$ cat config.mk
export PLATFORM = sky130hd
export DESIGN_NAME = unpack_arbiter_flat
export DESIGN_NICKNAME = d
export VERILOG_FILES = /design/src/rtl/unpack_arbiter_if.sv /design/src/rtl/unpack_arbiter.sv /design/src/flat_wrapper.sv
export SDC_FILE = /design/constraint.sdc
export NUM_CORES = 1
export LEC_CHECK = 0
export BUFFER_PORTS_ARGS = -buffer_cell sky130_fd_sc_hd__buf_2
export CORE_UTILIZATION = 38
export DETAILED_ROUTE_END_ITERATION = 16
export GPL_ROUTABILITY_DRIVEN = 0
export PLACE_DENSITY = 0.83
export SKIP_CTS_REPAIR_TIMING = 1
export SYNTH_ARGS = -nofsm -noshare
export SYNTH_HDL_FRONTEND = slang
export SYNTH_SLANG_ARGS = --single-unit
$ cat constraint.sdc
create_clock -name clk -period 3.17 [get_ports clk]
set_input_delay 0.317 -clock clk [delete_from_list [all_inputs] [get_ports clk]]
set_output_delay 0.317 -clock clk [all_outputs]
set_load 0.005 [all_outputs]
$ cat src/rtl/unpack_arbiter_if.sv
// Requester-side and gearbox-side signal bundle of unpack_arbiter.
// The slave modport is the arbiter; the master modport is the requester/gearbox side.
interface unpack_arbiter_if #(
  parameter int N_REQ    = 4,
  parameter int IN_WIDTH = 32
);
  localparam int GW = $clog2(N_REQ);

  logic [N_REQ-1:0]          req_valid;
  logic [N_REQ*IN_WIDTH-1:0] req_data;
  logic [N_REQ-1:0]          req_last;
  logic [N_REQ-1:0]          req_ready;
  logic                      gb_valid_in;
  logic [IN_WIDTH-1:0]       gb_data_in;
  logic                      gb_flush;
  logic [GW-1:0]             grant_id;
  logic                      busy;

  modport master (
    output req_valid, req_data, req_last,
    input  req_ready, gb_valid_in, gb_data_in, gb_flush, grant_id, busy
  );

  modport slave (
    input  req_valid, req_data, req_last,
    output req_ready, gb_valid_in, gb_data_in, gb_flush, grant_id, busy
  );
endinterface

$ cat src/rtl/unpack_arbiter.sv
// Round-robin packet arbiter and occupancy-based flow control in front of a 32-to-7 unpack gearbox.
// Optional residual flush at packet end is enabled by defining UNPACK_ARB_FLUSH_EN.
module unpack_arbiter #(
  parameter int N_REQ     = 4,
  parameter int IN_WIDTH  = 32,
  parameter int OUT_WIDTH = 7
) (
  input  logic              clk,
  input  logic              rst,
  unpack_arbiter_if.slave   bus
);
  localparam int OCC_W = $clog2(IN_WIDTH + OUT_WIDTH);
  localparam int GW    = $clog2(N_REQ);
  localparam logic [OCC_W-1:0] OUT_W_C = OCC_W'(OUT_WIDTH);
  localparam logic [OCC_W-1:0] IN_W_C  = OCC_W'(IN_WIDTH);

  typedef enum logic [1:0] {
    IDLE  = 2'd0,
    XFER  = 2'd1,
    DRAIN = 2'd2,
    FLUSH = 2'd3
  } state_t;

  state_t           state;
  logic [OCC_W-1:0] occ;
  logic [OCC_W-1:0] occ_after;
  logic [GW-1:0]    rr;
  logic [GW-1:0]    grant_id;
  logic [GW-1:0]    pick;
  logic [GW-1:0]    idx;
  logic             pick_ok;
  logic             emit;
  logic             can_accept;
  logic             in_xfer;
  logic             fire;

  // Gearbox occupancy after this cycle's emit, and whether a whole word still fits.
  always_comb begin
    emit       = (occ >= OUT_W_C);
    occ_after  = emit ? (occ - OUT_W_C) : occ;
    can_accept = (occ_after <= OUT_W_C);
  end

  assign in_xfer = (state == XFER);
  assign fire    = in_xfer & bus.req_valid[grant_id] & can_accept;

  // Descending scan so the last hit is the first valid index at or after rr.
  always_comb begin
    pick    = '0;
    idx     = '0;
    pick_ok = |bus.req_valid;
    for (int k = N_REQ - 1; k >= 0; k--) begin
      idx  = GW'((int'(rr) + k) % N_REQ);
      pick = bus.req_valid[idx] ? idx : pick;
    end
  end

  // Only the granted requester may see ready, and only while the gearbox can absorb a word.
  always_comb begin
    bus.req_ready  = '0;
    bus.gb_data_in = '0;
    if (in_xfer) begin
      bus.req_ready[grant_id] = can_accept;
      bus.gb_data_in          = bus.req_data[int'(grant_id)*IN_WIDTH +: IN_WIDTH];
    end else begin
      bus.req_ready  = '0;
      bus.gb_data_in = '0;
    end
  end

  assign bus.gb_valid_in = fire;
  assign bus.grant_id    = grant_id;
  assign bus.busy        = (state != IDLE);
`ifdef UNPACK_ARB_FLUSH_EN
  assign bus.gb_flush    = (state == FLUSH);
`else
  assign bus.gb_flush    = 1'b0;
`endif

  // Arbitration state, grant, round-robin pointer and modelled gearbox occupancy.
  always_ff @(posedge clk or posedge rst) begin
    if (rst) begin
      state    <= IDLE;
      rr       <= '0;
      occ      <= '0;
      grant_id <= '0;
    end else begin
      occ <= occ_after + (fire ? IN_W_C : {OCC_W{1'b0}});
      case (state)
        IDLE: begin
          if (pick_ok) begin
            grant_id <= pick;
            rr       <= GW'((int'(pick) + 1) % N_REQ);
            state    <= XFER;
          end else begin
            state <= IDLE;
          end
        end
        XFER: begin
          if (fire && bus.req_last[grant_id]) begin
            state <= DRAIN;
          end else begin
            state <= XFER;
          end
        end
        DRAIN: begin
          if (occ < OUT_W_C) begin
`ifdef UNPACK_ARB_FLUSH_EN
            state <= (occ != '0) ? FLUSH : IDLE;
`else
            state <= IDLE;
`endif
          end else begin
            state <= DRAIN;
          end
        end
        FLUSH: begin
          occ   <= '0;
          state <= IDLE;
        end
        default: begin
          state <= IDLE;
        end
      endcase
    end
  end
endmodule

$ cat src/flat_wrapper.sv
// flat-port wrapper written by rule: the top's interface ports become plain ports
module unpack_arbiter_flat 
#(
  parameter int N_REQ     = 4,
  parameter int IN_WIDTH  = 32,
  parameter int OUT_WIDTH = 7
)
  (clk, rst, bus_req_valid, bus_req_data, bus_req_last, bus_req_ready, bus_gb_valid_in, bus_gb_data_in, bus_gb_flush, bus_grant_id, bus_busy);
  unpack_arbiter_if #(.N_REQ(N_REQ), .IN_WIDTH(IN_WIDTH)) bus_i ();
  input  logic clk;
  input  logic rst;
  input wire logic [$bits(bus_i.req_valid)-1:0] bus_req_valid;
  input wire logic [$bits(bus_i.req_data)-1:0] bus_req_data;
  input wire logic [$bits(bus_i.req_last)-1:0] bus_req_last;
  output wire logic [$bits(bus_i.req_ready)-1:0] bus_req_ready;
  output wire logic [$bits(bus_i.gb_valid_in)-1:0] bus_gb_valid_in;
  output wire logic [$bits(bus_i.gb_data_in)-1:0] bus_gb_data_in;
  output wire logic [$bits(bus_i.gb_flush)-1:0] bus_gb_flush;
  output wire logic [$bits(bus_i.grant_id)-1:0] bus_grant_id;
  output wire logic [$bits(bus_i.busy)-1:0] bus_busy;
  assign bus_i.req_valid = bus_req_valid;
  assign bus_i.req_data = bus_req_data;
  assign bus_i.req_last = bus_req_last;
  assign bus_req_ready = bus_i.req_ready;
  assign bus_gb_valid_in = bus_i.gb_valid_in;
  assign bus_gb_data_in = bus_i.gb_data_in;
  assign bus_gb_flush = bus_i.gb_flush;
  assign bus_grant_id = bus_i.grant_id;
  assign bus_busy = bus_i.busy;
  unpack_arbiter #(.N_REQ(N_REQ), .IN_WIDTH(IN_WIDTH), .OUT_WIDTH(OUT_WIDTH)) u_core (.clk(clk), .rst(rst), .bus(bus_i));
endmodule
-- Yosys cells after proc, flatten, opt, wreduce, memory -nomap -nowiden
Index checks and enable logic that the tools add are counted.
Widths: inputs -> output; s select.
- register bits: 12
- logic and storage cells: 59
- output and inout port bits: 41
- add/subtract/negate cells: 6
- bitwise gates (word level): 3
- muxes and demuxes: 27
- shift-type cells: 1
- order comparisons: 9
- reduce and logical (&&, ||, !) cells: 6
- equal/unequal tests: 3
- operators with widths (cell ; number):
    $shiftx 128x8->32 ; 1
    $mux 32 ; 1
    $mux 6 ; 3
    $lt 2x3->1 const B ; 5
    $bmux 1 s2 ; 6
    $mux 2 ; 6
    $mux 1 ; 8
    $pmux 2 s4 ; 1
    $add 6x6->6 ; 1
    $ge 6x3->1 const B ; 1
    $le 6x3->1 const B ; 1
    $lt 6x3->1 const B ; 1
    $sub 6x3->6 const B ; 1
    $add 2x1->2 const B ; 2
    $add 2x2->2 const B ; 2
    $and 4x4->4 ; 1
    $eq 2x2->1 const B ; 2
    $mux 4 ; 1
    $reduce_or 4->1 ; 1
    $and 1x1->1 ; 2
    $demux 1 s2 ; 1
    $eq 2x1->1 const B ; 1
    $ge 2x1->1 const B ; 1
    $logic_and 1x1->1 ; 2
    other kinds (3) ; 3

-- Longest topological paths before layout
- depth after elaboration: 8
- depth in mapped cells: 6
- depth with buffers taken out: 6

-- Worst setup path after synthesis
OpenSTA, ideal clock, no wires.
- path type: register to output
- start point: reg u_core.occ[0]
- end point: out bus_req_ready[0]
- arrival time: 1656 ps
- slack: 1197 ps
- stages on the path, launching flop included: 7
- path through: dfrtp_1 > ha_1 > nor2b_1 > mux2_4 > a221oi_4 > nand2_1 > nor3_1
- word-level cells in the longest chain between the ends: 5
- ends and longest elaborated chain (item ; RTL line ; source):
    from (decl) ; unpack_arbiter.sv:25 ; logic [OCC_W-1:0] occ;
    from (signal assigned) ; unpack_arbiter.sv:88 ; occ <= occ_after + (fire ? IN_W_C : {OCC_W{1'b0}});
    $sub 6x3->6 or $ge 6x3->1 (tied branches) ; unpack_arbiter.sv:40, unpack_arbiter.sv:39 ;
    $mux 6 (*) ; unpack_arbiter.sv:40 ; occ_after = emit ? (occ - OUT_W_C) : occ;
    $le 6x3->1 (*) ; unpack_arbiter.sv:41 ; can_accept = (occ_after <= OUT_W_C);
    $and 4x4->4 (no line) (*) ; - ;
    $mux 4 (*) ; unpack_arbiter.sv:62 ; if (in_xfer) begin
    to (decl) ; flat_wrapper.sv:15 ; output wire logic [$bits(bus_i.req_ready)-1:0] bus_req_ready;
Mark *: on every way between the ends. The rest lies on a longest branch, timed or not.

-- Final worst setup path
- start point: reg u_core.grant_id[1], in the netlist u_core.bus.grant_id[1]
- end point: out bus_gb_data_in[1]
- word-level cells in the longest chain between the ends: 2
- ends and longest elaborated chain (item ; RTL line ; source):
    from (decl) ; unpack_arbiter.sv:28 ; logic [GW-1:0] grant_id;
    from (signal assigned) ; unpack_arbiter.sv:92 ; grant_id <= pick;
    $shiftx 128x8->32 ; unpack_arbiter.sv:64 ; bus.gb_data_in = bus.req_data[int'(grant_id)*IN_WIDTH +: IN_WIDTH];
    $mux 32 ; unpack_arbiter.sv:62 ;
    to (decl) ; flat_wrapper.sv:17 ; output wire logic [$bits(bus_i.gb_data_in)-1:0] bus_gb_data_in;
No other way between the ends.

==> flow_results.org <==
** Synthesis
- Counting flops and latches in the post-synthesis netlist gives 12.
- Averaged over all synthesized cells, the footprint is approximately 11 µm².
- Dominant combinational cell family by area after synthesis :: multiplexers
- When the netlist entered floorplanning its net count stood at 300.
- Xor and xnor fraction of the mapped netlist area :: 1.50%
- Synthesis produced about 160 cells.
- Adder-cell area share of the yosys netlist :: less than 1%
- Simple-Gate Fraction of Synth Area :: between 20% and 30%
- During synthesis, Yosys emitted a total of 0 warnings.
- In this run the cell area of the synthesized design comes to approximately 0.0017 mm².
- Summing the areas of all compound-gate instances in the mapped netlist gives under 10% of the synthesized area.
- Netlist cell types :: 36
- Multiplexer cells account for a little under half of the synthesized area.
- Part of the Yosys area used for sequential elements :: about 17%

** Pwr
- Power consumption :: around 0.0021 W
- IR analysis of the VDD net gives a maximum drop of 0.393 mV.
- The analysis attributes to cell leakage a power of approximately 1.4 nW.
- In this run the power density over the cells is just under 800 mW/mm².

** Clocking
- Number of clock buffers inserted by TritonCTS :: 3
- Clock tree synthesis found a total of 12 sinks.
- The longest clock path from root to sink contains 2 buffers.
- Clk Latency, worst-skew pair :: between 0.2 and 0.25 ns
- Clock transition at the registers of the reported paths :: 0.06 ns
- CTS built an H-tree with a depth of 1.
- The tree is rooted in a clkbuf_8.
- CTS tree :: built

** Worst setup path
- Source of the critical timing path :: u_core.bus.grant_id[1]$_DFFE_PP0P_
- Max incr delay on CP :: between 0.9 and 1 ns
- The critical path in this run is classified as flip-flop to output port.
- Crit path buf inv count :: 2
- In this run the worst setup path terminates at bus_gb_data_in[1].
- Counting buffers and inverters, the worst setup path is 4 cells deep.
- Depth of the worst register-to-register path :: 4
- The worst setup path is captured at an output port.
- Launching element type of the critical path :: flip-flop
- Maximum fanout encountered on the critical timing path :: 23
- R2r startpoint :: u_core.bus.grant_id[1]$_DFFE_PP0P_
- Arrival time reported for the critical path endpoint :: about 2.2 ns
- Master of the slowest instance on the critical path :: dfrtp_1
- WP data required :: roughly 2.9 ns
- The kind of cell with the highest combined delay along the critical path is flip-flops.
- Worst reg-to-reg setup slack :: roughly 1.2 ns
- Traced cell by cell, the critical path runs through buf_4 > mux4_2 > and2_1 > buf_2.
- Capture instance of the worst register-to-register path :: u_core.state[1]$_DFF_PP0_

** Route
- Routed len/inst :: 15.4 µm
- Remaining number of nets flagged by the antenna check after routing :: 0
- Max Used Layer :: met4
- Number of vias in the routed layout :: about 2000
- Post-detailed-routing wire length :: 5.91 mm
- Routed met2 length :: ~3.0 mm
- After detailed routing, the wire length on met1 is roughly 2.3 mm.
- For this run, design rule violations remaining after detail routing come to 0.
- After detailed routing, the number of vias per cell comes to roughly 5.3.
- Total length of routed met3 wires :: roughly 490 µm
- Before antenna repair, the detailed router went through 4 iterations.
- Initial detailed-routing violation count :: 64

** STA
- Number of hold violations in the final report :: 0
- Static timing analysis puts the maximum clock frequency at a little under 0.4 GHz.
- For the pin with the worst max-slew slack, the measured transition is around 0.93 ns.
- Setup-violating endpoint count in the final report :: 0
- Period utilization :: roughly 80%
- Worst relative slew slack :: between 30% and 40%
- Setup repair after global routing left no endpoint under its margin.
- For the final routed database, the setup TNS stands at 0 ns.
- Clock period minus final worst setup slack :: about 2.5 ns
- The max-slew violation total from the final report came to 0.
- Fin Clk Skew :: 0.00705 ns

** Global route
- Gr usage total :: roughly 24%
- Entering global routing, the biggest net connects 24 pins.
- Global-route congestion overflow total :: 0
- Number of antenna violations at the first check in global routing :: 0
- The via count of the first global-routing pass was 2021.
- Wire length of the first global-routing pass :: just over 9 mm

** Final layout
- The area growth from synthesis to layout is 55.8%.
- Fill cells in the final layout number around 360.
- Layout cell share with drive strength beyond 1 :: 68.3%
- Ant. Diodes :: 0
- At the end of the flow, the number of nets in the layout was approximately 470.
- Once layout is complete, the utilization of the core stands at a little over 60%.

** Flow run
- Max-Cap Viols :: 0

** Floorplanning
- Horizontal extent of the die :: 69.8 µm
- I/O pin cnt :: 179
- Vertical die dimension :: 69.8 µm
- Once the floorplan was initialized, standard cells occupied approximately 40% of the core.
- Core region area :: 0.00438 mm²
- Cell Rows :: 24
- Die area :: roughly 0.005 mm²

** Status
- Result of the run :: finished clean

** Hold path
- In this run the worst hold path is classified as input port to asynchronous set/reset pin.

** Placement
- Port Buf Inserts :: between 150 and 200
- Detail Placement HPWL :: around 5 mm
-- logic make-up after synthesis --
group | count (synthesis)
AOI/OAI and AO/OA | 15
and+or+nand+nor | 75
muxes | 37
other | 1
DFF | 12
adders and majority gates | 1
xor gates and xnor gates | 3
buffers and inverters | 17
-- cells in the final DEF, fill, tap and decap left out, types with 2 or more instances in the layout --
| cell | instances |
|---|---|
| buf_2 | 177 |
| mux4_2 | 34 |
| and2_1 | 34 |
| dfrtp_1 | 11 |
| nand2_1 | 10 |
| nor2_1 | 8 |
| a21oi_1 | 7 |
| nand3_1 | 7 |
| nor3_1 | 4 |
| clkbuf_8 | 4 |
| inv_1 | 3 |
| o21ai_0 | 3 |
| nand3b_1 | 2 |
| xnor2_1 | 2 |
| buf_4 | 2 |
-- report_power, final --
group / internal, W / leakage (nW) / switching (W)
clock network: 0.000110 / 0.0288 / 0.0000552
logic: 0.000946 / 1.21 / 0.000616
registers: 0.000225 / 0.144 / 0.000198
total: 0.00128 / 1.38 / 0.000869
-- cell type report --
class	count	area [µm²]	share of cell area, %
Multi-Input combinational cell	132	1370	50.3
Tap cell	52	65.1	2.39
Sequential cell	12	302	11.1
Timing Repair Buffer	180	921	33.8
Inverter	3	11.3	0.414
Clock buffer	4	55.1	2.02
-- registers in the layout (all words and copies together), names as in the netlist --
name                 cells
u_core.bus.grant_id      2
u_core.state             2
u_core.occ               6
u_core.rr                2
-- synth_stat cells --
| cell type | number | share of area [%] |
|---|---|---|
| a21o_1 | 1 | 0.43 |
| a21oi_1 | 7 | 2.0 |
| a221oi_4 | 1 | 1.5 |
| a2bb2oi_1 | 1 | 0.50 |
| a31oi_1 | 1 | 0.36 |
| and2_1 | 34 | 12 |
| and3_2 | 1 | 0.43 |
| buf_1 | 3 | 0.64 |
| buf_2 | 2 | 0.57 |
| buf_4 | 4 | 1.7 |
| clkbuf_1 | 5 | 1.1 |
| conb_1 | 1 | 0.21 |
| dfrtp_1 | 12 | 17 |
| ha_1 | 1 | 0.72 |
| inv_1 | 3 | 0.64 |
| mux2_2 | 1 | 0.64 |
| mux2_4 | 1 | 0.86 |
| mux2i_1 | 1 | 0.57 |
| mux4_2 | 34 | 44 |
| nand2_1 | 10 | 2.1 |
| nand2_2 | 1 | 0.36 |
| nand2b_1 | 1 | 0.36 |
| nand3_1 | 7 | 2.0 |
| nand3b_1 | 2 | 0.86 |
| nand4_1 | 1 | 0.36 |
| nor2_1 | 8 | 1.7 |
| nor2b_1 | 2 | 0.72 |
| nor3_1 | 4 | 1.1 |
| nor3b_1 | 1 | 0.43 |
| nor4_1 | 1 | 0.36 |
| o21a_1 | 1 | 0.43 |
| o21ai_0 | 3 | 0.86 |
| or2_1 | 1 | 0.36 |
| or2_2 | 1 | 0.36 |
| xnor2_1 | 2 | 1.0 |
| xor2_1 | 1 | 0.50 |
-- metal layers --
metal / global-route usage, % / vias up
li1: - / 953
met1: 29.8 / 947
met2: 42.0 / 131
met3: 4.07 / 14
met4: 9.33 / 0
met5: 0 / -
-- worst min-delay path by stage --
stage                                                     to
after floorplan           u_core.bus.grant_id[0]$_DFFE_PP0P_
after global placement              u_core.rr[0]$_DFFE_PP0P_
after detailed placement           u_core.state[0]$_DFF_PP0_
after CTS                          u_core.state[0]$_DFF_PP0_
after global routing               u_core.state[0]$_DFF_PP0_
final                              u_core.state[0]$_DFF_PP0_
-- metrics by stage --
stage	hold slack [ns]	setup WS (ns)	std cells	cell area (µm²)
4_1_cts	0.0818	0.627	383	2720
3_5_place_dp	0.344	0.901	379	2670
3_3_place_gp	0.341	0.972	379	2670
6_report	0.0722	0.640	383	2720
5_1_grt	0.113	0.475	383	2720
2_1_floorplan	0.182	1.20	161	1750
Power figures use the tool's default switching activity.
